$ cat config.mk
export PLATFORM = sky130hd
export DESIGN_NAME = ov_7670_stream_gen
export DESIGN_NICKNAME = d
export VERILOG_FILES = /design/src/rtl/ov_7670_pkg.sv /design/src/rtl/ov_7670_pattern_gen.sv /design/src/rtl/ov_7670_stream_gen.sv
export SDC_FILE = /design/constraint.sdc
export NUM_CORES = 1
export LEC_CHECK = 0
export BUFFER_PORTS_ARGS = -buffer_cell sky130_fd_sc_hd__clkbuf_2
export CAP_MARGIN = 5
export CORE_ASPECT_RATIO = 0.9
export CORE_MARGIN = 4
export CORE_UTILIZATION = 40
export DETAILED_ROUTE_END_ITERATION = 8
export SLEW_MARGIN = 20
export SYNTH_ARGS = -nofsm -noshare
export SYNTH_HDL_FRONTEND = slang
export SYNTH_SLANG_ARGS = --single-unit
$ cat constraint.sdc
create_clock -name clk -period 4.15 [get_ports clk]
set_input_delay 0.2075 -clock clk [delete_from_list [all_inputs] [get_ports clk]]
set_output_delay 0.2075 -clock clk [all_outputs]
set_load 0.05 [all_outputs]
$ cat src/rtl/ov_7670_pkg.sv
// Shared constants for the OV7670 stream emulator: FSM state codes, pattern codes,
// colour-bar palette and LFSR parameters (used when OV7670_STREAM_GEN_LFSR_EN is defined).
package ov_7670_pkg;

    typedef logic [2:0] state_t;

    localparam state_t ST_IDLE   = 3'd0;
    localparam state_t ST_VSYNC  = 3'd1;
    localparam state_t ST_VBACK  = 3'd2;
    localparam state_t ST_ACTIVE = 3'd3;
    localparam state_t ST_VFRONT = 3'd4;

    localparam logic [1:0] PAT_BARS  = 2'd0;
    localparam logic [1:0] PAT_COORD = 2'd1;
    localparam logic [1:0] PAT_SOLID = 2'd2;
    localparam logic [1:0] PAT_LFSR  = 2'd3;

    localparam logic [15:0] BAR_0 = 16'hFFFF;
    localparam logic [15:0] BAR_1 = 16'hFFE0;
    localparam logic [15:0] BAR_2 = 16'h07FF;
    localparam logic [15:0] BAR_3 = 16'h07E0;
    localparam logic [15:0] BAR_4 = 16'hF81F;
    localparam logic [15:0] BAR_5 = 16'hF800;
    localparam logic [15:0] BAR_6 = 16'h001F;
    localparam logic [15:0] BAR_7 = 16'h0000;

    // Right-shifting Galois form of x^16+x^14+x^13+x^11+1.
    localparam logic [15:0] LFSR_SEED = 16'hACE1;
    localparam logic [15:0] LFSR_TAPS = 16'hB400;

    function automatic logic [15:0] bar_color(input logic [2:0] idx);
        logic [15:0] c;
        case (idx)
            3'd0:    c = BAR_0;
            3'd1:    c = BAR_1;
            3'd2:    c = BAR_2;
            3'd3:    c = BAR_3;
            3'd4:    c = BAR_4;
            3'd5:    c = BAR_5;
            3'd6:    c = BAR_6;
            default: c = BAR_7;
        endcase
        return c;
    endfunction

    function automatic logic [15:0] lfsr_next(input logic [15:0] s);
        return s[0] ? ((s >> 1) ^ LFSR_TAPS) : (s >> 1);
    endfunction

endpackage

$ cat src/rtl/ov_7670_pattern_gen.sv
// Test-pattern source: maps pattern code, pixel and line index to an RGB565 pixel.
// The LFSR pattern exists only when OV7670_STREAM_GEN_LFSR_EN is defined.
module ov_7670_pattern_gen
    import ov_7670_pkg::*;
#(
    parameter int unsigned H_ACTIVE    = 640,
    parameter logic [15:0] SOLID_COLOR = 16'h07E0
) (
    input  logic        clk,
    input  logic        reset,
    input  logic [1:0]  sel,
    input  logic [9:0]  h_cnt,
    input  logic [9:0]  line,
    input  logic        seed_load,
    input  logic        step,
    output logic [15:0] pixel
);

    localparam int unsigned BAR_W = (H_ACTIVE / 8 > 0) ? H_ACTIVE / 8 : 1;

    logic [9:0] bar_q;
    logic [2:0] bar_idx;

    assign bar_q   = h_cnt / 10'(BAR_W);
    assign bar_idx = (bar_q > 10'd7) ? 3'd7 : bar_q[2:0];

`ifdef OV7670_STREAM_GEN_LFSR_EN
    logic [15:0] lfsr;
    logic [1:0]  unused_line;

    assign unused_line = line[9:8];

    always_ff @(posedge clk) begin
        if (reset || seed_load) begin
            lfsr <= LFSR_SEED;
        end else if (step) begin
            lfsr <= lfsr_next(lfsr);
        end
    end
`else
    logic unused_inputs;

    assign unused_inputs = ^{clk, reset, seed_load, step, line[9:8]};
`endif

    always_comb begin
        pixel = SOLID_COLOR;
        case (sel)
            PAT_BARS:  pixel = bar_color(bar_idx);
            PAT_COORD: pixel = {line[7:0], h_cnt[7:0]};
            PAT_SOLID: pixel = SOLID_COLOR;
            default: begin
`ifdef OV7670_STREAM_GEN_LFSR_EN
                pixel = lfsr;
`else
                pixel = SOLID_COLOR;
`endif
            end
        endcase
    end

endmodule

$ cat src/rtl/ov_7670_stream_gen.sv
// OV7670 camera emulator: PCLK/VSYNC/HREF/D[7:0] RGB565 stream from on-chip patterns.
// Optional LFSR pattern is enabled by defining OV7670_STREAM_GEN_LFSR_EN.
module ov_7670_stream_gen
    import ov_7670_pkg::*;
#(
    parameter int unsigned H_ACTIVE    = 640,
    parameter int unsigned H_BLANK     = 144,
    parameter int unsigned V_ACTIVE    = 480,
    parameter int unsigned VSYNC_LINES = 3,
    parameter int unsigned V_BACK      = 17,
    parameter int unsigned V_FRONT     = 10,
    parameter logic [15:0] SOLID_COLOR = 16'h07E0
) (
    input  logic        clk,
    input  logic        reset,
    input  logic        enable,
    input  logic [1:0]  pattern_sel,
    output logic        pclk,
    output logic        vsync,
    output logic        href,
    output logic [7:0]  data,
    output logic        frame_done,
    output logic [15:0] frame_cnt
);

    localparam logic [9:0]  H_LAST  = 10'(H_ACTIVE + H_BLANK - 1);
    localparam logic [10:0] H_ACT   = 11'(H_ACTIVE);
    localparam logic [9:0]  VS_LAST = 10'(VSYNC_LINES - 1);
    localparam logic [9:0]  VB_LAST = 10'(V_BACK - 1);
    localparam logic [9:0]  VA_LAST = 10'(V_ACTIVE - 1);
    localparam logic [9:0]  VF_LAST = 10'(V_FRONT - 1);

    state_t      state, nxt_state;
    logic        byte_sel, nxt_byte;
    logic [9:0]  h_cnt, v_cnt, nxt_h, nxt_v, v_last;
    logic [1:0]  sel_q;
    logic        start_frame, nxt_active, last_h, line_last, frame_end;
    logic        lfsr_seed, lfsr_step;
    logic [15:0] pixel;

    always_comb begin
        v_last = '0;
        case (state)
            ST_VSYNC:  v_last = VS_LAST;
            ST_VBACK:  v_last = VB_LAST;
            ST_ACTIVE: v_last = VA_LAST;
            ST_VFRONT: v_last = VF_LAST;
            default:   v_last = '0;
        endcase
    end

    assign last_h    = (h_cnt == H_LAST);
    assign line_last = byte_sel && last_h && (v_cnt == v_last);
    assign frame_end = (state == ST_VFRONT) && line_last;

    // Position of the byte slot that starts at the next phase-0 entry.
    always_comb begin
        nxt_state   = state;
        nxt_byte    = ~byte_sel;
        nxt_h       = h_cnt;
        nxt_v       = v_cnt;
        start_frame = 1'b0;
        if (state == ST_IDLE) begin
            nxt_byte = 1'b0;
            nxt_h    = '0;
            nxt_v    = '0;
            if (enable) begin
                nxt_state   = ST_VSYNC;
                start_frame = 1'b1;
            end
        end else if (byte_sel && last_h) begin
            nxt_h = '0;
            if (v_cnt == v_last) begin
                nxt_v = '0;
                case (state)
                    ST_VSYNC:  nxt_state = ST_VBACK;
                    ST_VBACK:  nxt_state = ST_ACTIVE;
                    ST_ACTIVE: nxt_state = ST_VFRONT;
                    default: begin
                        if (enable) begin
                            nxt_state   = ST_VSYNC;
                            start_frame = 1'b1;
                        end else begin
                            nxt_state = ST_IDLE;
                        end
                    end
                endcase
            end else begin
                nxt_v = v_cnt + 10'd1;
            end
        end else if (byte_sel) begin
            nxt_h = h_cnt + 10'd1;
        end
    end

    assign nxt_active = (nxt_state == ST_ACTIVE) && ({1'b0, nxt_h} < H_ACT);
    assign lfsr_seed  = pclk && start_frame;
    assign lfsr_step  = pclk && nxt_active && nxt_byte;

    ov_7670_pattern_gen #(
        .H_ACTIVE    (H_ACTIVE),
        .SOLID_COLOR (SOLID_COLOR)
    ) u_pattern (
        .clk       (clk),
        .reset     (reset),
        .sel       (sel_q),
        .h_cnt     (nxt_h),
        .line      (nxt_v),
        .seed_load (lfsr_seed),
        .step      (lfsr_step),
        .pixel     (pixel)
    );

    // pclk doubles as the byte-slot phase; slot state advances at the end of phase 1.
    always_ff @(posedge clk) begin
        if (reset) begin
            pclk       <= 1'b0;
            state      <= ST_IDLE;
            byte_sel   <= 1'b0;
            h_cnt      <= '0;
            v_cnt      <= '0;
            sel_q      <= PAT_BARS;
            vsync      <= 1'b0;
            href       <= 1'b0;
            data       <= '0;
            frame_done <= 1'b0;
            frame_cnt  <= '0;
        end else begin
            pclk       <= ~pclk;
            frame_done <= 1'b0;
            if (pclk) begin
                state    <= nxt_state;
                byte_sel <= nxt_byte;
                h_cnt    <= nxt_h;
                v_cnt    <= nxt_v;
                if (start_frame) begin
                    sel_q <= pattern_sel;
                end
                vsync <= (nxt_state == ST_VSYNC);
                href  <= nxt_active;
                if (nxt_active) begin
                    data <= nxt_byte ? pixel[7:0] : pixel[15:8];
                end else begin
                    data <= '0;
                end
            end else if (frame_end) begin
                frame_done <= 1'b1;
                frame_cnt  <= frame_cnt + 16'd1;
            end
        end
    end

endmodule

## After elaboration in Yosys (flattened, before gate mapping)

Cells that the tools add are included.

| word-level totals | value |
|---|---|
| register bits | 54 |
| input bits | 5 |
| word-level logic and storage cells | 73 |

| operators by class | value |
|---|---|
| reduce and logical (&&, ||, !) cells | 13 |
| add/sub/neg operators | 3 |
| magnitude comparators | 2 |
| eq/ne operators | 15 |
| bitwise gates (word level) | 2 |
| divide/modulo/power cells | 1 |
| mux-type cells | 25 |

Operators by type and width:

| operator | number |
|---|---|
| case mux 16 bit (7 select lines) | 1 |
| two-way mux 10 bit | 6 |
| case mux 9 bit (4 select lines) | 1 |
| case mux 16 bit (2 select lines) | 1 |
| adder 10 x 1 -> 10 bit (second input constant) | 2 |
| adder 16 x 1 -> 16 bit (second input constant) | 1 |
| two-way mux 8 bit | 2 |
| equality test 3 x 2 -> 1 bit (second input constant) | 5 |
| two-way mux 3 bit | 5 |
| equality test 3 bit (second input constant) | 4 |
| divider 10 x 7 -> 10 bit (second input constant) | 1 |
| equality test 10 bit | 1 |
| equality test 10 bit (second input constant) | 1 |
| greater-than comparator 10 x 3 -> 1 bit (second input constant) | 1 |
| < comparator 10 bit (second input constant) | 1 |
| equality test 3 x 1 -> 1 bit (second input constant) | 3 |
| case mux 3 bit (3 select lines) | 1 |
| two-way mux 1 bit | 8 |
| logical NOT 3 bit | 2 |
| AND reduction 2 bit | 3 |
| logical AND 1 bit | 4 |
| OR reduction 3 bit | 1 |
| equality test 2 x 1 -> 1 bit (second input constant) | 1 |
| logical NOT 2 bit | 1 |
| 3 further kinds | 4 |

## Logic depth before layout (Yosys ltp)

| logic depth | value |
|---|---|
| depth in word-level cells | 12 |
| depth in mapped cells | 11 |
| mapped depth without buffers | 9 |

## Modules after synthesis

Synthesis repeated with hierarchy kept, for this count alone.

| second synthesis, totals | value |
|---|---|
| cells, all modules | 476 |
| area, all modules | 3534.6 sq um |

Modules (own cells, without submodules):

| module | sequential area each (sq um) | instances | cells an instance | area each (sq um) |
|---|---|---|---|---|
| ov_7670_stream_gen | 1081.0 | 1 | 409 | 3145.5 |
| ov_7670_pattern_gen | 0.0 | 1 | 67 | 389.1 |

## Worst setup path after synthesis

Ideal clock, no wire load.

| timing | value |
|---|---|
| path kind | reg2reg |
| start point | register h_cnt[4] |
| end point | register frame_cnt[5] |
| stages on the path, launching flop included | 11 |
| library setup time | 70 ps |
| path buffers | 3 |
| setup slack | 1356 ps |
| arrival time | 2724 ps |
| period minus slack after synthesis | 2794 ps |
| cells stage by stage | dfxtp_1 -> buf_6 -> or4_4 -> or3_1 -> buf_6 -> nor4_2 -> and3_1 -> nand4_1 -> clkbuf_1 -> or3_1 -> a21oi_1 |

| on the way | value |
|---|---|
| word-level cells in the longest chain between the ends | 5 |

Ends and longest elaborated chain:

| element | line | text |
|---|---|---|
| from (decl) | ov_7670_stream_gen.sv:35 | `logic [9:0] h_cnt, v_cnt, nxt_h, nxt_v, v_last;` |
| from (signal assigned) | ov_7670_stream_gen.sv:134 | `h_cnt <= nxt_h;` |
| equality test 10 bit | ov_7670_stream_gen.sv:52 | `assign last_h = (h_cnt == H_LAST);` |
| logical AND 1 bit (2 in a row) | ov_7670_stream_gen.sv:53 | `assign line_last = byte_sel && last_h && (v_cnt == v_last);` |
| logical AND 1 bit | ov_7670_stream_gen.sv:54 | `assign frame_end = (state == ST_VFRONT) && line_last;` |
| AND reduction 2 bit (no source line) | n/a |  |
| to (signal assigned) | ov_7670_stream_gen.sv:148 | `frame_cnt <= frame_cnt + 16'd1;` |
| to (decl) | ov_7670_stream_gen.sv:23 | `output logic [15:0] frame_cnt` |

Every way passes these cells.
A chain may end at the register's enable or synchronous reset.

## Final worst setup path

| timing | value |
|---|---|
| start point | register h_cnt[0] |
| end point | register frame_cnt[13] |

Same word-level chain as after synthesis.

==> metrics.cfg <==
[status]
status=finished, final reports clean

[clock_network]
root_buffer=clkbuf_8
cts_buffer_depth=2
path_clk_slew_ps=110
cts_tree=built
h-tree-depth=2
worstSkewPairLatency_ps=320
cts_setup_buffers=0
clock-sinks=54
cts_hold_buf=0
numCtsBuffers=5
cts_resized=0

[logic_synthesis]
yosysTopAreaCell=dfxtp_1
syn_nets=433
synth_cell_types=61
yosys_warnings=0
synth.cell_area_um2=3230
synth-adder-area-share_pct=1.16
synth_area_leaders=dfxtp_1 (33%), nand2_1 (5.8%), nor2_1 (5.8%)
ys_top_cells_by_count=dfxtp_1 (54), nand2_1 (50), nor2_1 (50)
synth_xor_area_share_pct=5.96
ys_async_sr_fraction_pct=0
yosysMostFrequentCell=dfxtp_1
synthCells=425
synth-seq-cells=54
yosys_most_used_dff=dfxtp_1
synth_compound_area_share_pct=19.8
synth-simple-area-share_pct=30.9
synthMuxAreaShare_pct=4.06
synth-edff-count=0
synth_top_area_share_pct=33.4
yosysSeqAreaShare_pct=33.4
syn_area_per_cell_um2=7.61
synth_top_family_by_area=simple AND/OR/NAND/NOR gates

[worst_hold_path]
hp-class=primary input to flip-flop
min_to=sel_q[0]
hold-path-cell-count=3
hp-start=pattern_sel[0]

[sta]
tns_ps=0
setup_violations=0
period_share_pct=80.4
slew_viol_final=0
hold_violations=0
fmax_ghz=0.300
grt_setup_unrepaired=false
fin_crit_ps=3330
tightest_slew_ps=857
relSlewSlack_pct=42.6
clock_skew_ps=11.0

[route]
drt-vias-per-instance=5.73
drtPass1Iterations=4
drtAntennaViolNets=0
drtIter0Drc=142
num_vias=3082
routed_wl_mm=7.86
drc=0
avgRoutedWirePerCell_um=14.6

[critical_path]
startpoint=h_cnt[0]
arrival_ps=3580
reg2reg_setup_slack_ps=820
timing.rr.end=frame_cnt[13]
end_kind=flip-flop
required_ps=4400
rr_startpoint=h_cnt[0]
worstSetupPathType=flip-flop to flip-flop
worstRegToRegCells=8
cp-start-kind=flip-flop
critical_path.max_fanout=12

[global_routing]
grt_usage_pct=17.0
grt_max_degree=26
grt_pass1_wl_mm=13.3
antenna_found_initial=0
grt_pass1_vias=2760
gr-total-overflow=0

[cells_and_area]
syn2layout_area_growth_pct=8.86
multi_input_area_um2=2000
diodes=0
fin_nets=449
register_area_um2=1080
fillers=781
drive_gt1_share_pct=12.7

[floorplan]
die_h_um=93.3
core_um2=7690
initial_core_util_pct=42.0
io_pins=33
die_w_um=103
num_rows=30
die-area_um2=9590

[place]
dpl.hpwl_mm=5.80
gp_congestion=0.903
port_buffers=32

[power_and_ir_drop]
p_per_area_nw_per_um2=264
p_total_uw=931
seqPwrFrac_pct=56.9
switching_share_pct=26.7
p_int_uw=682
leakagePower_uw=0.00131
power.share.combinational_pct=8.3
switchingPower_uw=248
clock_power_share_pct=34.7
ir_drop_mv=0.148

[flow_run]
maxCapViolCount=0

## through the flow
| step | hold WS, ps | worst slack [ps] | instances | cell area [µm²] | util (%) |
|---|---|---|---|---|---|
| after CTS | 125 | 830 | 538 | 3520 | 45.8 |
| after floorplan | 355 | 1360 | 425 | 3230 | - |
| final | 136 | 815 | 538 | 3520 | 45.8 |
| after detailed placement | 446 | 845 | 530 | 3420 | 44.5 |
| after global placement | 442 | 880 | 530 | 3420 | 44.5 |
| after global routing | 118 | 537 | 538 | 3520 | 45.8 |
## sequential cells by signal, indices dropped and copies added (netlist names)
signal / count
h_cnt: 10
state: 3
v_cnt: 10
data: 8
frame_done: 1
vsync: 1
href: 1
pclk: 1
byte_sel: 1
sel_q: 2
frame_cnt: 16
## power groups by stage
stage / clock [µW] / sequential, µW / combinational, µW
6_report: 323 / 530 / 77.6
5_1_grt: 352 / 532 / 86.1
4_1_cts: 333 / 530 / 77.4
3_5_place_dp: 0 / 542 / 77.3
3_3_place_gp: 0 / 542 / 76.5
2_1_floorplan: 0 / 540 / 58.8
## final cells by class
type / instances / area share, %
clock buffers: 6 / 2.35
clock inverters: 2 / 0.462
inverters: 10 / 1.07
multi-input cells: 335 / 56.8
flip-flops and latches: 54 / 30.7
well taps: 96 / 3.41
repair buffers: 35 / 5.19
## layer usage
metal / up-vias / track usage (%) / wire [µm]
met5: - / 0 / 0
met4: 0 / 4.42 / 80
met3: 8 / 3.13 / 374
met2: 66 / 24.4 / 3300
met1: 1463 / 25.8 / 4100
li1: 1545 / - / -
## worst max-delay path by stage
stage	slack (ps)	depth (start not counted)	endpoint
2_1_floorplan	1360	10	frame_cnt[5]
3_3_place_gp	880	8	frame_cnt[13]
3_5_place_dp	850	8	frame_cnt[7]
4_1_cts	830	8	frame_cnt[13]
5_1_grt	540	8	frame_cnt[11]
6_report	820	8	frame_cnt[13]
## layout by cell type (no fill, tap or decap), types with 4 or more instances in the layout
master,count
a21oi_1,30
a22oi_1,8
and3_1,6
clkbuf_2,32
clkbuf_8,6
dfxtp_1,54
inv_1,10
mux2i_1,12
nand2_1,50
nand2b_1,8
nand3_1,11
nand4_1,13
nor2_1,50
nor2b_1,4
nor3_1,10
o21ai_0,28
o21ai_1,7
or3_1,15
xnor2_1,15
xor2_1,7
## critical path: stages (launching register included)
cell and delay [ps]:
dfxtp_1 440, ha_1 210, nand4_2 240, or3_1 600, nor4_2 490, and3_1 320
nand4_1 370, or3_1 440, a21oi_1 140
## logic make-up after synthesis
kind of cell               count (synthesis)
xor gates and xnor gates                  22
adders and majority gates                  3
buffers and inverters                     36
DFF                                       54
muxes                                     13
and+or+nand+nor                          195
AOI/OAI and AO/OA                        102
Power figures use the tool's default switching activity.
